[config.mk]
export PLATFORM = sky130hd
export DESIGN_NAME = fixed_div_refine
export DESIGN_NICKNAME = d
export VERILOG_FILES = /design/src/rtl/fixed_div_refine.sv
export SDC_FILE = /design/constraint.sdc
export NUM_CORES = 2
export LEC_CHECK = 0
export ABC_AREA = 1
export CAP_MARGIN = 20
export CORE_UTILIZATION = 25
export CTS_CLUSTER_SIZE = 40
export DETAILED_ROUTE_END_ITERATION = 12
export SLEW_MARGIN = 20
export SYNTH_ARGS = -nofsm -noshare
export SYNTH_HDL_FRONTEND = slang
export SYNTH_SLANG_ARGS = --single-unit
[constraint.sdc]
create_clock -name clk -period 17.3 [get_ports clk]
set_input_delay 3.46 -clock clk [delete_from_list [all_inputs] [get_ports clk]]
set_output_delay 3.46 -clock clk [all_outputs]
set_load 0.02 [all_outputs]
[src/rtl/fixed_div_refine.sv]
// Refinement stage for the coarse fixed-point divider: corrects a quotient seed to the
// exact truncated quotient using a residual and a radix-2 restoring division.
module fixed_div_refine #(
  parameter int unsigned N    = 32,
  parameter int unsigned FRAC = 12
) (
  input  logic         clk,
  input  logic         rst,
  input  logic         in_valid,
  output logic         in_ready,
  input  logic [N-1:0] a,
  input  logic [N-1:0] b,
  input  logic [N-1:0] q_seed,
  output logic         out_valid,
  input  logic         out_ready,
  output logic [N-1:0] q,
  output logic         div_by_zero,
  output logic         sat
);

  localparam int unsigned W2 = 2 * N;
  localparam int unsigned MW = W2 + 1;
  localparam int unsigned CW = $clog2(W2);

  typedef enum logic [2:0] {IDLE, RESID, DIV, CORR, DONE} state_t;

  state_t          state_q;
  logic            sign_q, neg_q;
  logic [N-1:0]    ma_q, mb_q, ms_q;
  logic [W2-1:0]   m_q, c_q;
  logic [N:0]      rem_q;
  logic [CW-1:0]   cnt_q;
  logic [N-1:0]    q_q;
  logic            dbz_q, sat_q, out_valid_q, in_ready_q;

  function automatic logic [N-1:0] mag_of(input logic [N-1:0] x);
    return x[N-1] ? (~x + 1'b1) : x;
  endfunction

  logic [W2-1:0]   prod;
  logic [W2:0]     e;
  logic [W2-1:0]   m_d;
  logic [N:0]      trial, rem_d;
  logic            qbit_d;
  logic [MW-1:0]   mag, limit, mag_c;
  logic            sat_d;
  logic [N-1:0]    q_d;

  always_comb begin
    prod  = W2'(ms_q) * W2'(mb_q);
    e     = (MW'(ma_q) << FRAC) - MW'(prod);
    m_d   = e[W2] ? W2'(-e) : e[W2-1:0];

    trial  = {rem_q[N-1:0], m_q[W2-1]};
    qbit_d = (trial >= {1'b0, mb_q});
    rem_d  = qbit_d ? (trial - {1'b0, mb_q}) : trial;

    // A negative residual means the seed overshot; a nonzero remainder costs one more unit.
    if (neg_q) mag = MW'(ms_q) - MW'(c_q) - MW'(rem_q != '0);
    else       mag = MW'(ms_q) + MW'(c_q);
    limit = sign_q ? (MW'(1) << (N - 1)) : ((MW'(1) << (N - 1)) - MW'(1));
    sat_d = (mag > limit);
    mag_c = sat_d ? limit : mag;
    q_d   = sign_q ? (~mag_c[N-1:0] + 1'b1) : mag_c[N-1:0];
  end

  always_ff @(posedge clk) begin
    if (rst) begin
      state_q     <= IDLE;
      sign_q      <= 1'b0;
      neg_q       <= 1'b0;
      ma_q        <= '0;
      mb_q        <= '0;
      ms_q        <= '0;
      m_q         <= '0;
      c_q         <= '0;
      rem_q       <= '0;
      cnt_q       <= '0;
      q_q         <= '0;
      dbz_q       <= 1'b0;
      sat_q       <= 1'b0;
      out_valid_q <= 1'b0;
      in_ready_q  <= 1'b1;
    end else begin
      case (state_q)
        IDLE: if (in_valid && in_ready_q) begin
          sign_q     <= a[N-1] ^ b[N-1];
          ma_q       <= mag_of(a);
          mb_q       <= mag_of(b);
          ms_q       <= mag_of(q_seed);
          in_ready_q <= 1'b0;
          sat_q      <= 1'b0;
          if (b == '0) begin
            dbz_q   <= 1'b1;
            q_q     <= a[N-1] ? {1'b1, {(N-1){1'b0}}} : {1'b0, {(N-1){1'b1}}};
            state_q <= DONE;
          end else begin
            dbz_q   <= 1'b0;
            state_q <= RESID;
          end
        end
        RESID: begin
          neg_q   <= e[W2];
          m_q     <= m_d;
          rem_q   <= '0;
          c_q     <= '0;
          cnt_q   <= '0;
          state_q <= DIV;
        end
        DIV: begin
          rem_q <= rem_d;
          c_q   <= {c_q[W2-2:0], qbit_d};
          m_q   <= {m_q[W2-2:0], 1'b0};
          cnt_q <= cnt_q + 1'b1;
          if (cnt_q == CW'(W2 - 1)) state_q <= CORR;
        end
        CORR: begin
          q_q         <= q_d;
          sat_q       <= sat_d;
          out_valid_q <= 1'b1;
          state_q     <= DONE;
        end
        DONE: begin
          // The divide-by-zero path enters here with out_valid still low; raise it one cycle later.
          if (!out_valid_q) begin
            out_valid_q <= 1'b1;
          end else if (out_ready) begin
            out_valid_q <= 1'b0;
            in_ready_q  <= 1'b1;
            state_q     <= IDLE;
          end
        end
        default: state_q <= IDLE;
      endcase
    end
  end

  assign in_ready    = in_ready_q;
  assign out_valid   = out_valid_q;
  assign q           = q_q;
  assign div_by_zero = dbz_q;
  assign sat         = sat_q;

endmodule

==> run_results.csv <==
group,metric,value,unit
synth,synthAdderAreaFrac,0.3790,
detailed_routing,top_layer_used,"met5",
sta,relSlewSlack,0.1567,
critical_path,critPathArrivalTime,10.41,ns
synth,async_reset_ff_frac,0,
detailed_routing,wire_per_inst,18.44,um
sta,fin_setup_tns,0,ns
clock_tree,clk_pin_slew,0.06,ns
min_path,hold_path_class,"reg2reg",
die,fp.dieH,514.8,um
die,initial_core_util,0.2525,
clock_tree,cts_tree,"done",
sta,setup_viol,0,
synth,ys_seq_area_frac,0.09257,
sta,finalCritPeriodShare,0.5717,
global_route,grt_pass1_wl,375500,um
synth,synth-compound-area-share,0.09563,
synth,synth_edf_count,0,
cells_and_area,finalNetCount,11240,
detailed_routing,vias,61230,
clock_tree,cts.sinks,304,
clock_tree,ctsResizeCount,0,
global_route,grt_pass1_vias,61000,
placement,hpwl,196200,um
sta,tightest_slew,1.251,ns
run,drv_cap,0,
critical_path,critical_path_required,17.82,ns
detailed_routing,dr.pass1.iters,6,
critical_path,crit_path_top_delay_cell,"dfxtp_1",
sta,rsz0062_at_grt,"false",
cells_and_area,drive_gt1_frac,0.03457,
sta,fin_skew,0.03596,ns
synth,synth_cells,9853,
clock_tree,clock_latency,0.68,ns
critical_path,cp-end-kind,"flop",
clock_tree,cts_max_level,2,
synth,synth_top_family_by_area,"adder cells",
sta,maxSlewViolCount,0,
detailed_routing,wl_met3,16960,um
die,die_area,265000,sq um
critical_path,crit_path_start_kind,"flop",
sta,max_freq,101.1,MHz
clock_tree,cts-hold-fix-buffers,0,
synth,synth_ff_type,"dfxtp_1",
clock_tree,cts_buffers,41,
synth,yosys-mux-area-fraction,0,
detailed_routing,via_per_inst,4.613,
placement,gp_congestion,1.030,
synth,synth.net_count,11380,
global_route,antenna_found_initial,12,
detailed_routing,routed_wl,244700,um
critical_path,reg2regPathDepth,37,
critical_path,slowest_delay,0.67,ns
sta,min_period,9.890,ns
synth,syn_area_per_cell,6.672,sq um
synth,ys_ff_latch,304,
clock_tree,post_cts_buffers,0,
critical_path,path_max_fanout,24,
detailed_routing,initialDrtViolationCount,4742,
clock_tree,cts-root-buf,"clkbuf_16",
synth,synth_xor_area_frac,0.02305,
cells_and_area,area_growth,9.809,%
synth,yosysUniqueCellTypes,71,
global_route,track_usage,0.1853,
global_route,grt_max_degree,136,
global_route,grt_overflow,0,
synth,ys_warn_count,0,
synth,yosys.area_share.simple,0.2478,
critical_path,critical_path_class,"reg2reg",
min_path,min_path_cells,2,
detailed_routing,antenna_left,0,
detailed_routing,drcViolationCount,0,
sta,hold_violations,0,
sta,hold_ws,0.4612,ns
run_status,status,"completed",
die,core-area,260400,sq um
die,pin_count,136,
detailed_routing,wl_met1,100700,um
die,dieWidth,514.8,um
clock_tree,clockBufferDepth,3,
die,rows,187,
synth,synth.cell_area,65740,sq um
detailed_routing,met2WireLength,112600,um
placement,port_buffers,135,
state kept, by name, summed over array words and instances, names as in the netlist:
register and cells:
in_ready 1, sat 1, state_q 3, div_by_zero 1
cnt_q 6, ma_q 32, m_q 64, q 32
ms_q 32, out_valid 1, c_q 64, rem_q 33
neg_q 1, mb_q 32, sign_q 1
layout make-up:
type                       instances  area [sq um]
tap                             3496          4374
timing repair buffer             229          2083
antenna                           29         72.57
sequential                       304          6102
fill                           29010        188200
clock buffer                      54          1105
clock inverter                    20         344.1
multi-input combinational       6730         49050
inverter                        2411          9057
cell usage after synthesis, types with 5 or more instances:
library cell	count	area [sq um]
fa_1	941	18840
and2_1	5	31.28
dfxtp_1	304	6086
a21boi_0	7	52.55
xor2_1	95	832.1
xnor2_1	78	683.2
nor2_2	36	225.2
or2_2	32	200.2
o21a_1	17	127.6
nor3_2	9	90.09
a31oi_1	81	506.7
nand4_1	95	594.3
buf_1	18	67.56
o21ai_0	321	1607
a211oi_1	5	37.54
o21ai_1	30	150.1
ha_1	486	6081
nor3_1	71	355.3
nand3_2	9	90.09
inv_1	2363	8870
nor2_1	591	2218
clkbuf_1	366	1374
nor4_1	28	175.2
o22ai_1	21	131.4
nor3b_1	5	37.54
a21o_1	13	97.59
nand3_1	291	1456
buf_2	17	85.08
o211ai_1	23	172.7
a21oi_1	564	2823
nand3b_1	23	172.7
o21bai_1	20	150.1
clkinv_1	10	37.54
a221oi_1	7	61.31
nand2_2	13	81.33
inv_2	37	138.9
o221ai_1	15	131.4
nand2_1	2748	10310
worst max-delay path: cells and delay by family (launching register included):
family	cells	cell delay, ns
buffers and inverters	9	1.04
xor gates and xnor gates	1	0.47
AOI/OAI and AO/OA	7	1.95
DFF	1	0.67
adders and majority gates	9	4.39
and+or+nand+nor	11	1.18
kinds of logic (layout without fill, tap and decap cells):
family	count (synthesis)	in the layout
other cells	0	29
buf+inv	2819	2714
simple gates	3978	3978
xor+xnor	173	173
flops	304	304
compound gates	1152	1152
fa+ha+maj	1427	1427
path summary, 6_finish.rpt:
kind	start	end	slack, ns
worst min-delay path	m_q[0]	m_q[0]	0.46
worst max-delay path	ms_q[26]	m_q[62]	7.41
worst max register to register	ms_q[26]	m_q[62]	7.41
worst min register to register	m_q[0]	m_q[0]	0.46
cell usage in the layout (no fill, tap or decap), types with 78 or more instances in the layout:
cell type / count
dfxtp_1: 291
o21ai_0: 321
nor2_1: 590
xnor2_1: 78
a31oi_1: 81
nand4_1: 95
buf_4: 92
clkdlybuf4s50_1: 134
nand3_1: 291
fa_1: 941
nand2_1: 2748
ha_1: 486
inv_1: 2361
a21oi_1: 564
xor2_1: 95
metrics by stage:
step,util,instance area [sq um],worst slack (ns),cells
floorplan,-,65740,9.531,9853
global placement,0.2713,70650,7.488,13170
detailed placement,0.2713,70650,7.684,13170
CTS,0.2769,72100,7.591,13240
global route,0.2772,72190,6.934,13270
finish,0.2772,72190,7.410,13270
layer usage:
layer | GRT usage | up-vias
li1 | - | 29140
met1 | 0.2328 | 29550
met2 | 0.3084 | 2100
met3 | 0.02681 | 428
met4 | 0.09172 | 8
met5 | 0.002740 | -
Power is left out: the tool's default activity adds up to more than one toggle a clock period on the data nets, which glitch-free logic cannot reach.
